==> config.mk <==
export PLATFORM = sky130hd
export DESIGN_NAME = press_target_counter
export DESIGN_NICKNAME = d
export VERILOG_FILES = /design/src/rtl/press_target_counter_pkg.sv /design/src/rtl/press_target_counter_debounce.sv /design/src/rtl/press_target_counter.sv
export SDC_FILE = /design/constraint.sdc
export NUM_CORES = 1
export LEC_CHECK = 0
export ABC_AREA = 1
export BUFFER_PORTS_ARGS = -buffer_cell sky130_fd_sc_hd__buf_2
export CAP_MARGIN = 25
export CORE_ASPECT_RATIO = 1.2
export CORE_MARGIN = 1.5
export CORE_UTILIZATION = 44
export CTS_CLUSTER_DIAMETER = 120
export DETAILED_ROUTE_END_ITERATION = 10
export MAX_ROUTING_LAYER = met4
export SYNTH_ARGS = -nofsm -noshare
export SYNTH_HDL_FRONTEND = slang
export SYNTH_HIERARCHICAL = 1
export SYNTH_SLANG_ARGS = --single-unit
==> constraint.sdc <==
create_clock -name clk -period 4.53 [get_ports clk]
set_input_delay 0.453 -clock clk [delete_from_list [all_inputs] [get_ports clk]]
set_output_delay 0.453 -clock clk [all_outputs]
set_load 0.03 [all_outputs]
==> src/rtl/press_target_counter_pkg.sv <==
// +--------------------------------------------------------------------+
// | led_ctrl_pkg : shared state type and default sizing for press path |
// | Rev 1.0                                                            |
// +--------------------------------------------------------------------+
`default_nettype none

package led_ctrl_pkg;

  typedef enum logic {
    CNT_COUNT = 1'b0,
    CNT_HOLD  = 1'b1
  } press_state_t;

  // 20 ms at 50 MHz
  localparam int DEBOUNCE_DEFAULT = 1_000_000;
  // 2^25 cycles spans two periods of the clk/2^24 animation clock
  localparam int HOLD_DEFAULT     = 33_554_432;
  localparam int TARGET_DEFAULT   = 10;
  localparam int CNT_W_DEFAULT    = 4;

endpackage

`default_nettype wire

==> src/rtl/press_target_counter_debounce.sv <==
// +--------------------------------------------------------------------+
// | btn_debounce : 2-flop sync, stability counter, registered press    |
// | Rev 1.0                                                            |
// +--------------------------------------------------------------------+
`default_nettype none

module btn_debounce
  import led_ctrl_pkg::*;
#(
  parameter int DEBOUNCE_CYCLES = DEBOUNCE_DEFAULT
) (
  input  logic clk,
  input  logic reset,
  input  logic btn_in,
  output logic level,
  output logic press_pulse
);

  localparam int              c_db_w    = $clog2(DEBOUNCE_CYCLES) + 1;
  localparam logic [c_db_w-1:0] c_db_last = c_db_w'(DEBOUNCE_CYCLES - 1);

  logic              sync1_q;
  logic              sync2_q;
  logic              level_q;
  logic              level_d;
  logic              level_prev_q;
  logic              pulse_q;
  logic [c_db_w-1:0] db_cnt_q;
  logic [c_db_w-1:0] db_cnt_d;

  // Any sample equal to the accepted level restarts the stability window.
  always_comb begin
    db_cnt_d = '0;
    level_d  = level_q;
    if (sync2_q != level_q) begin
      if (db_cnt_q == c_db_last) begin
        level_d = sync2_q;
      end else begin
        db_cnt_d = db_cnt_q + 1'b1;
      end
    end
  end

  always_ff @(posedge clk) begin
    if (!reset) begin
      sync1_q      <= 1'b0;
      sync2_q      <= 1'b0;
      db_cnt_q     <= '0;
      level_q      <= 1'b0;
      level_prev_q <= 1'b0;
      pulse_q      <= 1'b0;
    end else begin
      sync1_q      <= btn_in;
      sync2_q      <= sync1_q;
      db_cnt_q     <= db_cnt_d;
      level_q      <= level_d;
      level_prev_q <= level_q;
      pulse_q      <= level_q & ~level_prev_q;
    end
  end

  assign level       = level_q;
  assign press_pulse = pulse_q;

endmodule

`default_nettype wire

==> src/rtl/press_target_counter.sv <==
// +--------------------------------------------------------------------+
// | press_target_counter : counts debounced presses, holds a trigger   |
// | Rev 1.0                                                            |
// +--------------------------------------------------------------------+
`default_nettype none

module press_target_counter
  import led_ctrl_pkg::*;
#(
  parameter int DEBOUNCE_CYCLES = DEBOUNCE_DEFAULT,
  parameter int TARGET          = TARGET_DEFAULT,
  parameter int CNT_W           = CNT_W_DEFAULT,
  parameter int HOLD_CYCLES     = HOLD_DEFAULT
) (
  input  logic             clk,
  input  logic             reset,
  input  logic             btn_in,
  input  logic             clear,
  output logic             press_pulse,
  output logic [CNT_W-1:0] count,
  output logic             count_reached
);

  localparam int                  c_hold_w    = $clog2(HOLD_CYCLES) + 1;
  localparam logic [c_hold_w-1:0] c_hold_last = c_hold_w'(HOLD_CYCLES - 1);
  localparam logic [CNT_W-1:0]    c_target    = CNT_W'(TARGET);

  if (CNT_W < 1 || CNT_W > 30) begin : g_bad_cnt_w
    $error("press_target_counter: CNT_W must be in 1..30");
  end

  if (TARGET < 1 || TARGET >= (1 << CNT_W)) begin : g_bad_target
    $error("press_target_counter: TARGET must satisfy 1 <= TARGET < 2**CNT_W");
  end

  if (DEBOUNCE_CYCLES < 1 || HOLD_CYCLES < 1) begin : g_bad_cycles
    $error("press_target_counter: DEBOUNCE_CYCLES and HOLD_CYCLES must be >= 1");
  end

  logic w_press;
  logic w_unused_level;

  btn_debounce #(
    .DEBOUNCE_CYCLES(DEBOUNCE_CYCLES)
  ) u_debounce (
    .clk        (clk),
    .reset      (reset),
    .btn_in     (btn_in),
    .level      (w_unused_level),
    .press_pulse(w_press)
  );

  press_state_t        state_q;
  logic [CNT_W-1:0]    count_q;
  logic                reached_q;
  logic [c_hold_w-1:0] hold_q;

  always_ff @(posedge clk) begin
    if (!reset) begin
      state_q   <= CNT_COUNT;
      count_q   <= '0;
      reached_q <= 1'b0;
      hold_q    <= '0;
    end else begin
      case (state_q)
        CNT_COUNT: begin
          // clear outranks a simultaneous press
          if (clear) begin
            count_q <= '0;
          end else if (w_press) begin
            if (count_q + 1'b1 == c_target) begin
              count_q   <= c_target;
              reached_q <= 1'b1;
              hold_q    <= '0;
              state_q   <= CNT_HOLD;
            end else begin
              count_q <= count_q + 1'b1;
            end
          end
        end
        CNT_HOLD: begin
          // presses are ignored here; count stays frozen at TARGET
          if (clear || hold_q == c_hold_last) begin
            reached_q <= 1'b0;
            count_q   <= '0;
            hold_q    <= '0;
            state_q   <= CNT_COUNT;
          end else begin
            hold_q <= hold_q + 1'b1;
          end
        end
      endcase
    end
  end

  assign press_pulse   = w_press;
  assign count         = count_q;
  assign count_reached = reached_q;

endmodule

`default_nettype wire

==> impl_results.md <==
* Hold endpoint: u_debounce/sync1_q
* Reg2Reg Depth at 10
* CTS buffer count at 9
* Postcts setup bufs at 0
* Final setup TNS at 0 ns
* Leakage at about 1.4 nW
* Vias in the first global route at around 3000
* DRT Wirelength at 7786 microns
* Sw frac at between 20% and 30%
* Fraction of layout cells with a size suffix above 1 at a little under a fifth
* Status: finished clean
* Most used DFF post-synth: dfxtp_1
* Slew HR at about two fifths
* Layout Nets at 539
* Final Slew Violations at 0
* Final hold vios at 0
* H-tree levels at 3
* Starting Density at 45.81%
* Vias per Instance at ~4.9
* GRT overflow at 0
* Setup ws final at about 2.5 ns
* Wire per inst at about 12 microns
* Reg-to-reg endpoint: hold_q[15]
* Gr usage total at between 20% and 30%
* Die Height at about 100 microns
* CP startpoint kind: register
* Synth Warn # at 6
* CP Class: register to register
* Comb pwr share at 1.8%
* Reg with most FFs: hold_q
* Layout Utilization at around half
* I/O Pins at 10
* Worst r2r src: count[0]
* Final Skew at 0.01179 ns
* CTS tree: built
* DIE WIDTH at approximately 85 microns
* Power Total at slightly below 1 mW
* First-pass GRT wire length at 13270 microns
* Via count at 3092
* Clock latency on the worst-skew pair at roughly 0.34 ns
* Placed Area at roughly 3600 sq um
* FFs w/ async S/R, synth at 0%
* Critical Path Sink Type: register
* Routability Congestion at 0.9121
* Initial antenna violation count at 0
* Cell Rows at 35
* EDFF count, synth at 0
* Non-Filler Instances at roughly 630
* MaxCap Viol Count at 0
* IO Port Bufs at 9
* CTS sink count at 58
* Maximum vdd drop at between 0.1 and 0.15 mV
* Cell Pwr Density at 252.0 nW/um^2
* Final period utilization at 43.86%
* Post-Syn Nets at approximately 530
* Hpwl dp at 5785 microns
* Crit-path max FO at 26
* Maximum clock path buffer count at 2
* FMAX at 503.4 MHz
* Mean Syn Cell Area at approximately 7 sq um
* Post-Syn Area at roughly 3600 sq um
* Yosys cell types at 34
* Clk slew on worst S/H paths at 0.07 ns
* Most frequent cells in the layout: nand2_1 (134), nor2_1 (70), inv_1 (64)
* Core Area at between 7000 and 8000 sq um
* Worst hold margin at approximately 0.3 ns
* Gate Count Post-Synth at 519
* Hold Path Stages at 3
* Crit. Startpoint: count[0]
* Worst-Margin Slew at approximately 0.92 ns
* Sequential fraction of the synthesis area at between 30% and 40%
* #FFs+latches synth at slightly below 60
* Max reg flops at 26
* Cell-internal power at 0.7270 mW
* Hold_sp: btn_in
* Unrepaired setup endpoints after global routing: no
* Most common cell after layout, fill and taps aside: nand2_1
* Hold WC Path Type: input port to register
* Antenna cells at 0
* Min Clock Period, post-route at approximately 2 ns
* Seq pwr share at roughly 53%
* Initial DRT Pass Iterations at 5
* Pre-CTS setup slack at between 2 and 3 ns
* Largest net degree at the start of global routing at 28
* Cells after DPL at 612
* WP data arrival at 2.21 ns
* R2R setup slack at about 2.5 ns
* DRC at 0
* Finish-stage setup viols at 0
* Antenna Nets Post-Route at 0
* Clock share of power at 45.1%
* Data required time of the worst path at 4.75 ns
* Root buffer selected by CTS: clkbuf_8
* Iter 0 DRT Violations at 160
* Cts repair resizes at 0
* Post-route cell area at 3817 sq um
* Psw at 0.2348 mW
* DIE AREA at about 8700 sq um
* Synth-to-layout area growth at 6.903%
* Hold Buf Count CTS at 0
logic make-up (layout without fill, tap and decap cells):
kind of cell	after synthesis	in the layout	synth area share, %
flops	58	58	32.52
compound gates	51	51	9.180
xor+xnor	18	18	4.415
simple gates	312	312	42.57
fa+ha+maj	4	4	1.402
buf+inv	76	93	9.916
final cells by class:
cell class	instances	area [sq um]
multi-input combinational	385	2056
inverter	68	260.3
clock buffer	10	137.6
tap	92	115.1
sequential	58	1161
clock inverter	6	42.54
fill	814	3978
timing repair buffer	9	45.04
power groups by stage:
| stage | Sequential (mW) | Combinational [mW] | Clock [mW] |
|---|---|---|---|
| final | 0.511 | 0.0173 | 0.433 |
| after global placement | 0.523 | 0.0176 | 0 |
| after CTS | 0.511 | 0.0177 | 0.445 |
| after floorplan | 0.523 | 0.0135 | 0 |
| after global routing | 0.511 | 0.0197 | 0.467 |
| after detailed placement | 0.523 | 0.0176 | 0 |
worst max-delay path, stage by stage (launching register included):
cell	delay, ns
dfxtp_1	0.42
ha_1	0.19
inv_1	0.04
nand2_1	0.05
nand2_1	0.06
nor2_1	0.17
nand3_1	0.12
nand2_2	0.17
nand2_2	0.34
o21ai_0	0.26
nor2_1	0.05
Yosys cell counts, types with 2 or more instances:
cell type / instances / area share, %
a21oi_1: 22 / 3.1
a21oi_2: 14 / 3.4
buf_12: 3 / 1.7
buf_6: 2 / 0.63
clkbuf_1: 3 / 0.32
clkinv_1: 2 / 0.21
dfxtp_1: 58 / 33
ha_1: 4 / 1.4
inv_1: 64 / 6.7
nand2_1: 134 / 14
nand2_2: 10 / 1.8
nand2_4: 3 / 0.95
nand3_1: 34 / 4.8
nand3_2: 10 / 2.8
nand3b_1: 6 / 1.3
nand4_1: 8 / 1.4
nor2_1: 70 / 7.4
nor2_2: 23 / 4.0
nor2_4: 5 / 1.6
nor3_1: 5 / 0.70
o21ai_0: 4 / 0.56
o21ai_1: 5 / 0.70
o21bai_1: 3 / 0.63
xnor2_1: 4 / 0.98
xor2_1: 14 / 3.4
worst max path at each step:
stage            endpoint  slack, ns  depth (start not counted)
2_1_floorplan  hold_q[17]       2.73                         11
3_3_place_gp     count[0]       2.55                          5
3_5_place_dp   hold_q[15]       2.54                         10
4_1_cts        hold_q[15]       2.52                         10
5_1_grt        hold_q[15]       2.26                         10
6_report       hold_q[15]       2.54                         10
layer usage:
layer  global-route usage [%]  vias up  routed length (microns)
li1                         -     1654                        -
met1                    21.11     1401                     3300
met2                    37.85       28                     4211
met3                    4.156        9                      159
met4                    5.675        0                      114
met5                        -        -                        0
(Power assumes the default switching activity.)
